## config.mk

```make
export PLATFORM = sky130hd
export DESIGN_NAME = piso_serializer
export DESIGN_NICKNAME = d
export VERILOG_FILES = /design/src/rtl/piso_serializer.sv
export SDC_FILE = /design/constraint.sdc
export NUM_CORES = 1
export LEC_CHECK = 0
export BUFFER_PORTS_ARGS = -buffer_cell sky130_fd_sc_hd__buf_2
export CAP_MARGIN = 25
export CORE_MARGIN = 8
export CORE_UTILIZATION = 56
export CTS_CLUSTER_SIZE = 10
export DETAILED_ROUTE_END_ITERATION = 12
export GPL_TIMING_DRIVEN = 0
export PLACE_DENSITY_LB_ADDON = 0.15
export SYNTH_ARGS = -nofsm -noshare
export SYNTH_HDL_FRONTEND = slang
export SYNTH_SLANG_ARGS = --single-unit
```

## constraint.sdc

```tcl
create_clock -name clk -period 1.9 [get_ports clk]
set_clock_uncertainty 0.15 [all_clocks]
set_input_delay 0.38 -clock clk [delete_from_list [all_inputs] [get_ports clk]]
set_output_delay 0.38 -clock clk [all_outputs]
set_load 0.05 [all_outputs]
```

## src/rtl/piso_serializer.sv

```systemverilog
// Parallel-in/serial-out stage feeding the serial sequence detector.
// Valid/ready word intake with a one-word holding register for gapless streaming.
module piso_serializer #(
  parameter int WIDTH     = 16,
  parameter bit LSB_FIRST = 1'b1
) (
  input  logic             clk,
  input  logic             rst,
  input  logic [WIDTH-1:0] din,
  input  logic             din_valid,
  output logic             din_ready,
  input  logic             en,
  output logic             sout,
  output logic             sout_valid,
  output logic             sout_last,
  output logic             busy
);

  localparam int               CNT_W    = $clog2(WIDTH);
  localparam int               OUT_IDX  = LSB_FIRST ? 0 : WIDTH - 1;
  localparam logic [CNT_W-1:0] CNT_LAST = CNT_W'(WIDTH - 1);
  localparam logic [CNT_W-1:0] CNT_ONE  = CNT_W'(1);

  typedef enum logic {
    IDLE  = 1'b0,
    SHIFT = 1'b1
  } state_t;

  state_t           state_r, state_s;
  logic [WIDTH-1:0] shreg_r, shreg_s;
  logic [WIDTH-1:0] pend_r, pend_s;
  logic [CNT_W-1:0] cnt_r, cnt_s;
  logic             pend_full_r, pend_full_s;
  logic             active_s;
  logic             accept_s;
  logic             last_s;

  // Move the word one position toward the output end, zero-filling behind it.
  function automatic logic [WIDTH-1:0] shift_word(input logic [WIDTH-1:0] v);
    if (LSB_FIRST) begin
      return {1'b0, v[WIDTH-1:1]};
    end else begin
      return {v[WIDTH-2:0], 1'b0};
    end
  endfunction

  assign active_s   = (state_r == SHIFT);
  assign din_ready  = rst & ~pend_full_r;
  assign accept_s   = din_valid & din_ready;
  assign last_s     = active_s & (cnt_r == CNT_LAST);
  assign sout       = active_s & shreg_r[OUT_IDX];
  assign sout_valid = active_s;
  assign sout_last  = last_s;
  assign busy       = active_s | pend_full_r;

  // Next-state logic: load, shift, reload from pend or din, or drop to idle.
  always_comb begin
    state_s     = state_r;
    shreg_s     = shreg_r;
    pend_s      = pend_r;
    cnt_s       = cnt_r;
    pend_full_s = pend_full_r;
    case (state_r)
      IDLE: begin
        if (accept_s) begin
          shreg_s = din;
          cnt_s   = {CNT_W{1'b0}};
          state_s = SHIFT;
        end else begin
          state_s = IDLE;
        end
      end
      SHIFT: begin
        if (en && last_s) begin
          // pend has priority; din only bypasses when pend is empty
          if (pend_full_r) begin
            shreg_s     = pend_r;
            cnt_s       = {CNT_W{1'b0}};
            pend_full_s = 1'b0;
          end else if (accept_s) begin
            shreg_s = din;
            cnt_s   = {CNT_W{1'b0}};
          end else begin
            state_s = IDLE;
          end
        end else begin
          if (en) begin
            shreg_s = shift_word(shreg_r);
            cnt_s   = cnt_r + CNT_ONE;
          end else begin
            shreg_s = shreg_r;
          end
          if (accept_s) begin
            pend_s      = din;
            pend_full_s = 1'b1;
          end else begin
            pend_s = pend_r;
          end
        end
      end
      default: begin
        state_s = IDLE;
      end
    endcase
  end

  // State register with synchronous active-low reset.
  always_ff @(posedge clk) begin
    if (!rst) begin
      state_r     <= IDLE;
      shreg_r     <= {WIDTH{1'b0}};
      pend_r      <= {WIDTH{1'b0}};
      cnt_r       <= {CNT_W{1'b0}};
      pend_full_r <= 1'b0;
    end else begin
      state_r     <= state_s;
      shreg_r     <= shreg_s;
      pend_r      <= pend_s;
      cnt_r       <= cnt_s;
      pend_full_r <= pend_full_s;
    end
  end

endmodule

```

==> results.txt <==
The congestion estimate from routability-driven global placement came to 0.856. The number of nets in the finished design is 279. For the cell area after technology mapping, the log shows 0.00189 sq mm. Class of the most critical hold timing path: input port to flop. The DRC violation count after routing was 0; the overall overflow remaining after global route was 0. The reported leakage power came out at 0.869 nW. The top-level port count is 25, and the unique cell type count in the Yosys netlist is 39. The setup check on the worst reg-to-reg path leaves a slack of 0.16 ns. Number of rows created at floorplan: 21. The fmax is 0.541 GHz. The number of nets still failing antenna checks after routing came out at 0.

The routed layout has 1767 vias. The H-tree was split into 2 levels. The run finished with clean final reports. sky130_fd_sc_hd__nand2_1 is the most common cell in the netlist.

After clock tree synthesis, the clock-pin slew on the worst setup and hold paths is 0.12 ns. The cell sitting at the root of the clock tree is a sky130_fd_sc_hd__clkbuf_4. For the final routed wirelength across all metal layers, the log shows 4720 microns.

The tools report the endpoint of the worst hold-timing path as pend_r[15]. The worst-case IR drop observed on VDD is 0.590 mV. After synthesis, the most frequently instantiated cells are sky130_fd_sc_hd__nand2_1 (41), sky130_fd_sc_hd__dfxtp_1 (38), sky130_fd_sc_hd__nor2_1 (21), sky130_fd_sc_hd__a31oi_1 (16), sky130_fd_sc_hd__mux2i_1 (16). For the count of hold-fix buffers inserted at cts, the log shows 0. For this run, the number of Yosys warnings is 0.

The tools report the TritonCTS buffer count as 5. The final-report hold violation count is 0. The worst register-to-register path ends at shreg_r[10]. The first global-routing pass estimated 7990 microns of wire.

Max-cap violations in this run came to 0. The area share of the largest cell type after synthesis came out at 0.402. The tools report the area inside the core boundary as 0.00328 sq mm. For the pin with the worst max-slew slack, the measured transition is 0.511 ns.

For this design the ratio of total power to cell area is 727 mW/mm^2. The full die area is 0.00550 sq mm, and the via count of the first global-routing pass is 1673. For the initial core utilization, the log shows 0.576. In this run the worst path has a maximum fanout of 10. The per-instance average area after synthesis was 8.57 sq um; the number of instances in the synthesized netlist was 221.

TritonCTS built the clock tree. The number of DRC markers in iteration 0 is 134, and the post-DP HPWL is 3150 microns. For the overall power after layout, the log shows 1.67 mW.

The relative slew slack was 0.659; the final setup TNS was 0 ns. The number of vias per cell is 5.79, and the final standard cell count with taps included and fillers excluded is 305. STA puts the critical path data required time at 1.37 ns.

From synthesis to final layout, the design area changed by 21.5%. The cell accounting for the most synthesized area was sky130_fd_sc_hd__dfxtp_1. The number of cells on the worst reg-to-reg path is 6.

The clock passes through at most 2 buffers. Count of pins over their slew limit: 0. The worst setup path is launched from a flop. After detailed routing, the average wire length per cell comes to 15.5 microns.

The worst register-to-register path begins at cnt_r[0]. For the clock insertion delay at the later pin of the skew report, the log shows 0.36 ns. The tools report the initial antenna violation count as 0.

In the synthesized netlist the dominant register cell turns out to be sky130_fd_sc_hd__dfxtp_1. Sequential cell area fraction in the yosys report: 0.402. The fraction of registers with async set or reset after synthesis works out to 0. In this run the most critical hold path is launched from din[15].

Aggregate global-route resource usage: 0.188. The height of the die is 74.1 microns. The worst setup path is of the flop to output pin kind. STA classifies the critical path endpoint as an output pin.

In this run, synthesis inferred 0 flip-flops with an integrated enable. The number of fill cells was 266; the die extent in x was 74.1 microns. The repair_antennas step left the layout with diodes totalling 0. For the CTS sink count, the log shows 38. Counting instances, the worst hold path has a depth of 3. Ranked by total cell area, the synthesized netlist is headed by sky130_fd_sc_hd__dfxtp_1 (40%), sky130_fd_sc_hd__mux2i_1 (8.5%), sky130_fd_sc_hd__nand2_1 (8.1%), sky130_fd_sc_hd__mux2_2 (5.9%), sky130_fd_sc_hd__a31oi_1 (5.3%).

During placement, the flow inserted port buffers numbering 24. The layout cell share with drive strength beyond 1 is 0.305, and the minimum period implied by the final worst setup slack is 1.85 ns. Synthesis produced a netlist with a net count of 242.

Setup violations remaining at the end of the flow were counted as 0. After synthesis the netlist holds a flip-flop and latch count of 38. The logs give 1.32 ns for the arrival time of the worst setup path and 291 for the number of placed cells counting well taps. The tools report the final core utilization as 0.700.

The share of the cycle needed by the critical path after routing works out to 0.972. For the number of iterations in the first detailed-routing pass, the log shows 4. The tools report the pin count of the biggest net entering global routing as 13.
==> metal layers <==
metal  wire, microns  GRT usage  up-vias
met5               0          0        -
met4              72     0.0754        0
met3             222     0.0485        6
met2            2310      0.313       37
met1            2120      0.223      852
li1                -          -      872
==> how the worst max path moves through the flow <==
stage	start	end	slack [ns]
after floorplan	sout_valid	sout_last	0.09
after CTS	cnt_r[0]	sout_last	-0.02
after global placement	cnt_r[0]	shreg_r[4]	-0.11
after detailed placement	cnt_r[0]	shreg_r[7]	-0.1
after global routing	sout_valid	sout_last	-0.01
final	sout_valid	sout_last	0.05
==> per-stage QoR <==
stage               hold WS [ns]  cell area, sq um  setup WS, ns
floorplan                  0.306              1900        0.0912
global placement           0.322              2080        -0.109
detailed placement         0.329              2080       -0.0986
CTS                        0.109              2270       -0.0244
global route              0.0968              2300      -0.00960
finish                     0.113              2300        0.0531
==> cell usage in the layout, fill, tap and decap left out, types with 2 or more instances in the layout <==
master and n:
sky130_fd_sc_hd__clkbuf_4 6, sky130_fd_sc_hd__buf_4 10, sky130_fd_sc_hd__buf_2 23, sky130_fd_sc_hd__dfxtp_1 34, sky130_fd_sc_hd__inv_1 2, sky130_fd_sc_hd__mux2_2 10
sky130_fd_sc_hd__nor2_4 2, sky130_fd_sc_hd__a22oi_1 9, sky130_fd_sc_hd__clkbuf_1 4, sky130_fd_sc_hd__nor2_2 2, sky130_fd_sc_hd__dfxtp_2 3, sky130_fd_sc_hd__mux2i_1 16
sky130_fd_sc_hd__buf_6 4, sky130_fd_sc_hd__nor2_1 19, sky130_fd_sc_hd__a21oi_1 10, sky130_fd_sc_hd__a31oi_1 16, sky130_fd_sc_hd__nand2_1 41, sky130_fd_sc_hd__o221a_2 6
sky130_fd_sc_hd__clkinv_2 2, sky130_fd_sc_hd__o21ai_0 4, sky130_fd_sc_hd__buf_8 2, sky130_fd_sc_hd__and3_1 2, sky130_fd_sc_hd__nand3_1 9
==> where the power goes <==
group / internal, mW / switching, mW / leakage, nW / total, mW
registers: 0.830 / 0.0260 / 0.311 / 0.856
clock network: 0.272 / 0.282 / 0.0450 / 0.554
logic: 0.115 / 0.147 / 0.513 / 0.262
==> final cells by class <==
class | count | area (sq um) | share of cell area
clock inverters | 3 | 40.0 | 0.0174
multi-input cells | 164 | 1070 | 0.467
plain buffers | 13 | 95.1 | 0.0413
well taps | 46 | 57.6 | 0.0250
inverters | 3 | 16.3 | 0.00707
flip-flops and latches | 38 | 768 | 0.334
repair buffers | 33 | 210 | 0.0914
clock buffers | 5 | 37.5 | 0.0163
==> worst max-delay path, cell delays in order (launching register included) <==
cell                       delay (ns)
sky130_fd_sc_hd__dfxtp_2         0.40
sky130_fd_sc_hd__buf_6           0.16
sky130_fd_sc_hd__clkinv_4        0.10
sky130_fd_sc_hd__nor2_4          0.14
sky130_fd_sc_hd__buf_8           0.15
==> registers in the layout (all words and copies together), names as in the netlist <==
name and cells:
pend_r 16, sout_valid 1, shreg_r 16, cnt_r 4, pend_full_r 1
==> logic make-up (layout without fill, tap and decap cells) <==
logic type / Yosys count / count (layout) / synth area share
flip-flops: 38 / 38 / 0.402
AO/OA/AOI/OAI: 53 / 53 / 0.194
adder cells (fa/ha/maj): 1 / 1 / 0.00661
buffers and inverters: 19 / 57 / 0.0568
multiplexers: 26 / 26 / 0.144
AND/OR/NAND/NOR: 84 / 84 / 0.197
==> timing repair <==
item	in CTS	in global routing
hold endpoints to repair	0	0
resized for setup	18	14
setup buffers	7	2
pin swaps	1	1
setup endpoints to repair	24	26
Power figures use the tool's default switching activity.
